**src/rtl/fifo_arb_pkg.sv**
```systemverilog
// Shared types and helpers for the round-robin fifo write-port arbiter.
// Latency: n/a (types and functions only).
// Backpressure: n/a.
package fifo_arb_pkg;

  // Upper bound on requester count supported by the onehot helper.
  localparam int MAXREQ = 32;

  typedef enum logic {
    IDLE  = 1'b0,
    GRANT = 1'b1
  } state_t;

  // One-hot of index over nreq bits; bits at or above nreq are always zero.
  function automatic logic [MAXREQ-1:0] onehot(input int index, input int nreq);
    logic [MAXREQ-1:0] r;
    r = '0;
    for (int i = 0; i < MAXREQ; i++) begin
      r[i] = (i == index) && (i < nreq);
    end
    return r;
  endfunction

endpackage

```
**src/rtl/rr_picker.sv**
```systemverilog
// Round-robin picker: first set request at or after ptr, wrapping at NREQ-1.
// Latency: combinational.
// Backpressure: none; pure function of req and ptr.
// Ports: req (request vector), ptr (priority start), found (any req set), idx (winner).
module rr_picker #(
  parameter int NREQ    = 4,
  parameter int BITSREQ = $clog2(NREQ)
) (
  input  logic [NREQ-1:0]    req,
  input  logic [BITSREQ-1:0] ptr,
  output logic               found,
  output logic [BITSREQ-1:0] idx
);

  logic [NREQ-1:0]    rot;
  logic [BITSREQ-1:0] off;

  // Explicit modulo for sums below 2*NREQ; avoids relying on power-of-two truncation.
  function automatic int wrap(input int v);
    return (v >= NREQ) ? v - NREQ : v;
  endfunction

  always_comb begin
    // Rotate so that ptr lands at bit 0.
    for (int i = 0; i < NREQ; i++) begin
      rot[i] = req[BITSREQ'(wrap(i + int'(ptr)))];
    end

    // Find first set bit of the rotated vector (lowest index wins).
    found = |rot;
    off   = '0;
    for (int i = NREQ - 1; i >= 0; i--) begin
      if (rot[i]) begin
        off = BITSREQ'(i);
      end
    end

    // Un-rotate back to a requester index.
    idx = BITSREQ'(wrap(int'(off) + int'(ptr)));
  end

endmodule

```
**src/rtl/fifo_rr_arbiter.sv**
```systemverilog
// Round-robin arbiter sharing one fifo write port among NREQ valid/ready producers.
// Latency: 1 cycle valid-to-grant, then a combinational data path; one IDLE bubble between grants.
// Backpressure: ready_i low holds the grant and beat count indefinitely; non-granted requesters see ready low.
// Ports: clk_i/rst_i (sync active-high); req_valid_i/req_data_i/req_ready_o per requester;
//        valid_o/data_o/ready_i toward the fifo; grant_o one-hot grant; busy_o high in GRANT.
module fifo_rr_arbiter
  import fifo_arb_pkg::*;
#(
  parameter int SIZEDATA  = 32,
  parameter int NREQ      = 4,
  parameter int BURSTLEN  = 4,
  parameter int BITSREQ   = $clog2(NREQ),
  parameter int BITSBURST = $clog2(BURSTLEN + 1)
) (
  input  logic                     clk_i,
  input  logic                     rst_i,
  input  logic [NREQ-1:0]          req_valid_i,
  input  logic [NREQ*SIZEDATA-1:0] req_data_i,
  output logic [NREQ-1:0]          req_ready_o,
  output logic                     valid_o,
  output logic [SIZEDATA-1:0]      data_o,
  input  logic                     ready_i,
  output logic [NREQ-1:0]          grant_o,
  output logic                     busy_o
);

  localparam logic [BITSREQ-1:0]   LAST_REQ  = BITSREQ'(NREQ - 1);
  localparam logic [BITSBURST-1:0] LAST_BEAT = BITSBURST'(BURSTLEN - 1);

  state_t               state_q, state_d;
  logic [BITSREQ-1:0]   grant_q, grant_d;
  logic [BITSREQ-1:0]   ptr_q, ptr_d;
  logic [BITSBURST-1:0] count_q, count_d;

  logic               pick_found;
  logic [BITSREQ-1:0] pick_idx;
  logic               cur_valid;
  logic               xfer;

  rr_picker #(
    .NREQ    (NREQ),
    .BITSREQ (BITSREQ)
  ) u_picker (
    .req   (req_valid_i),
    .ptr   (ptr_q),
    .found (pick_found),
    .idx   (pick_idx)
  );

  assign cur_valid = req_valid_i[grant_q];
  assign xfer      = (state_q == GRANT) && cur_valid && ready_i;

  always_ff @(posedge clk_i) begin
    if (rst_i) begin
      state_q <= IDLE;
      grant_q <= '0;
      ptr_q   <= '0;
      count_q <= '0;
    end else begin
      state_q <= state_d;
      grant_q <= grant_d;
      ptr_q   <= ptr_d;
      count_q <= count_d;
    end
  end

  always_comb begin
    state_d = state_q;
    grant_d = grant_q;
    ptr_d   = ptr_q;
    count_d = count_q;
    case (state_q)
      IDLE: begin
        if (pick_found) begin
          state_d = GRANT;
          grant_d = pick_idx;
          count_d = '0;
        end
      end
      GRANT: begin
        // Release when the requester goes idle, or on the last beat of the burst.
        if (!cur_valid || (xfer && (count_q == LAST_BEAT))) begin
          state_d = IDLE;
          count_d = '0;
          ptr_d   = (grant_q == LAST_REQ) ? '0 : grant_q + 1'b1;
        end else if (xfer) begin
          count_d = count_q + 1'b1;
        end
      end
      default: begin
        state_d = IDLE;
      end
    endcase
  end

  always_comb begin
    valid_o     = 1'b0;
    data_o      = '0;
    req_ready_o = '0;
    grant_o     = '0;
    busy_o      = 1'b0;
    if (state_q == GRANT) begin
      grant_o     = NREQ'(onehot(int'(grant_q), NREQ));
      valid_o     = cur_valid;
      data_o      = req_data_i[int'(grant_q)*SIZEDATA +: SIZEDATA];
      req_ready_o = grant_o & {NREQ{ready_i}};
      busy_o      = 1'b1;
    end
  end

endmodule
```
**config.mk**
```make
export PLATFORM = sky130hd
export DESIGN_NAME = fifo_rr_arbiter
export DESIGN_NICKNAME = d
export VERILOG_FILES = /design/src/rtl/fifo_arb_pkg.sv /design/src/rtl/rr_picker.sv /design/src/rtl/fifo_rr_arbiter.sv
export SDC_FILE = /design/constraint.sdc
export NUM_CORES = 1
export LEC_CHECK = 0
export CAP_MARGIN = 20
export CORE_MARGIN = 10
export CORE_UTILIZATION = 31
export CTS_CLUSTER_DIAMETER = 50
export DETAILED_ROUTE_END_ITERATION = 10
export GPL_TIMING_DRIVEN = 0
export MAX_ROUTING_LAYER = met4
export PLACE_DENSITY_LB_ADDON = 0.05
export SETUP_SLACK_MARGIN = 0.02
export SLEW_MARGIN = 15
export SYNTH_ARGS = -nofsm -noshare
export SYNTH_HDL_FRONTEND = slang
export SYNTH_SLANG_ARGS = --single-unit
```
**constraint.sdc**
```tcl
create_clock -name clk_i -period 4.98 [get_ports clk_i]
set_clock_uncertainty 0.05 [all_clocks]
set_input_delay 0.996 -clock clk_i [delete_from_list [all_inputs] [get_ports clk_i]]
set_output_delay 0.996 -clock clk_i [all_outputs]
set_load 0.005 [all_outputs]
```
==> impl_metrics.env <==
export IMPL_status="finished, final reports clean"
export IMPL_cts_sinks=8
export IMPL_sw_frac_of_total_pct=29.92
export IMPL_antennaDiodeCount=0
export IMPL_hpwlAfterDp_um=7311
export IMPL_p_seq_share_pct=12.7
export IMPL_worstSkewPairLatency_ns=0.23
export IMPL_yosysSeqAreaShare_pct=9.712
export IMPL_cp_arrival_ns=2.74
export IMPL_hold_violations=0
export IMPL_grt_total_usage_pct=18.63
export IMPL_p_clk_share_pct=12.9
export IMPL_wl_per_cell_um=20.22
export IMPL_net_switching_power_uw=182.0
export IMPL_pwr_share_comb_pct=74.4
export IMPL_yosys_area_top_type="mux4_2"
export IMPL_h_tree_depth=1
export IMPL_end_kind="primary output"
export IMPL_worst_pin_slew_ns=0.5939
export IMPL_firstDrtPassIters=4
export IMPL_area_delta_synth_final_pct=114.0
export IMPL_core_area_mm2=0.005140
export IMPL_tns_ns=0
export IMPL_grt_remaining_overflow=0
export IMPL_fin_crit_sh_pct=76.01
export IMPL_first_global_vias=2256
export IMPL_port_buffers=175
export IMPL_cts_resized=0
export IMPL_min_path_type="flop to flop"
export IMPL_num_fill_cells=449
export IMPL_syn_cell_area_mm2=0.001649
export IMPL_ios=177
export IMPL_drive_gt1_share_pct=13.94
export IMPL_die_w_um=92.94
export IMPL_seq_area_um2=160.2
export IMPL_syn_avg_cell_area_um2=10.85
export IMPL_multi_input_area_mm2=0.001400
export IMPL_grt_max_degree=11
export IMPL_final_util_pct=68.67
export IMPL_slew_headroom_pct=60.41
export IMPL_finalPower_uw=608.3
export IMPL_wl_um=8089
export IMPL_die_y_um=92.94
export IMPL_worstSetupPathType="input port to primary output"
export IMPL_finalMaxSlewViolations=0
export IMPL_dr_first_iter_drc_count=81
export IMPL_postCtsHoldBufs=0
export IMPL_fmax_ghz=0.2642
export IMPL_drv_cap=0
export IMPL_final_setup_viol_count=0
export IMPL_vdd_drop_max_mv=0.1177
export IMPL_synth_top_area_share_pct=43.70
export IMPL_p_int_uw=426.3
export IMPL_tritoncts="yes"
export IMPL_yosys_warnings=0
export IMPL_synthesis_nets=294
export IMPL_viasPerCell=5.023
export IMPL_synthCells=152
export IMPL_root_buffer="clkbuf_8"
export IMPL_numCtsBuffers=3
export IMPL_final_nets=474
export IMPL_clockBufferDepth=2
export IMPL_ys_types=33
export IMPL_rsz0062_at_grt="no"
export IMPL_ys_ff_latch=8
export IMPL_num_vias=2009
export IMPL_cp_max_fo=8
export IMPL_die_area_mm2=0.008637
export IMPL_cp_required_ns=3.93
export IMPL_fin_crit_ns=3.785
export IMPL_drc=0
export IMPL_start_util_pct=32.08
export IMPL_fp_row_count=26
export IMPL_power_density_mw_per_mm2=172.3
export IMPL_post_cts_setup_buffers=0
export IMPL_cp_start_kind="input port"
export IMPL_antenna_left=0
export IMPL_p_leak_nw=1.277
export IMPL_antenna_found_initial=0
export IMPL_gp_congestion=0.7600
export IMPL_synth_area_leaders="mux4_2 44%, and2_1 14%, dfxtp_1 9.7%"
export IMPL_grt_first_pass_wirelength_um=12450
export IMPL_path_clk_slew_ns=0.04
[state kept, by name, indices dropped and copies added, names as in the netlist]
signal and flops:
state_q 1, grant_q 2, ptr_q 2, count_q 3
[area by class of cell]
class                      instances  share of cell area [%]
inverter                           5                  0.5317
multi-input combinational        124                   39.67
timing repair buffer             175                   49.63
clock buffer                       3                   1.170
sequential                         8                   4.537
buffer                            15                   1.985
tap                               70                   2.481
[power by group through the flow]
stage / clock network (mW) / logic (mW) / registers, mW
floorplan: 0 / 0.225 / 0.0766
global placement: 0 / 0.453 / 0.0777
detailed placement: 0 / 0.460 / 0.0781
CTS: 0.0802 / 0.461 / 0.0771
global route: 0.0832 / 0.494 / 0.0778
finish: 0.0785 / 0.453 / 0.0771
[cells by family (layout without fill, tap and decap cells)]
group	Yosys count	in the layout	share of synthesized area, %
compound gates	11	11	5.690
xor+xnor	2	2	1.062
fa+ha+maj	7	7	5.311
buf+inv	20	198	5.387
flops	8	8	9.711
mux	40	40	50.15
simple gates	64	64	22.69
[cell usage after synthesis, drive strengths merged]
master,n
or4,1
o211ai,2
xnor2,2
nand3,1
a211oi,2
and2,36
buf,9
clkbuf,6
a32oi,1
a21boi,1
and3,4
dfxtp,8
nand4,1
nor3,1
nor4,1
nor2b,2
nor3b,2
nand2,4
o21ai,1
o21bai,1
nand2b,1
mux2,2
ha,7
inv,5
mux2i,5
nor2,10
o311a,1
mux4,33
a21oi,2
[path summary, 6_finish.rpt]
check	startpoint	to	slack, ns	depth (start not counted)
max	req_valid_i[0]	valid_o	1.19	5
min	count_q[1]$_SDFFE_PP0P_	count_q[1]$_SDFFE_PP0P_	0.45	2
max reg2reg	ptr_q[0]$_SDFFE_PP0P_	grant_q[1]$_SDFFE_PP0P_	3.07	7
min reg2reg	count_q[1]$_SDFFE_PP0P_	count_q[1]$_SDFFE_PP0P_	0.45	2
[metrics by stage]
stage	setup slack (ns)	instances	hold slack (ns)	instance area (um^2)
finish	1.195	400	0.4459	3530
global route	1.132	400	0.4954	3530
CTS	1.184	400	0.4492	3530
detailed placement	1.186	397	0.4418	3488
global placement	1.217	397	0.4197	3488
floorplan	2.263	152	0.4061	1649
[cells in the final DEF (no fill, tap or decap), drive strengths merged, types with 2 or more instances in the layout]
cell / Yosys / final
nor2: 10 / 10
nor2b: 2 / 2
inv: 5 / 5
nor3b: 2 / 2
mux4: 33 / 33
o211ai: 2 / 2
dfxtp: 8 / 8
and2: 36 / 36
a21oi: 2 / 2
clkdlybuf4s50: 0 / 175
clkbuf: 6 / 9
xnor2: 2 / 2
and3: 4 / 4
a211oi: 2 / 2
ha: 7 / 7
nand2: 4 / 4
mux2i: 5 / 5
mux2: 2 / 2
buf: 9 / 9
[layer usage]
metal	up-vias	routed length, um	global-route usage [%]
met5	-	0	-
met4	0	106	3.213
met3	8	721	5.650
met2	116	4137	32.30
met1	944	3124	20.84
li1	941	-	-
[critical path: stages]
cell             delay (ns)
clkdlybuf4s50_1        0.54
mux4_2                 0.58
nand2_4                0.13
inv_1                  0.05
clkdlybuf4s50_1        0.44
No activity file was read; power rests on OpenSTA's default activity.
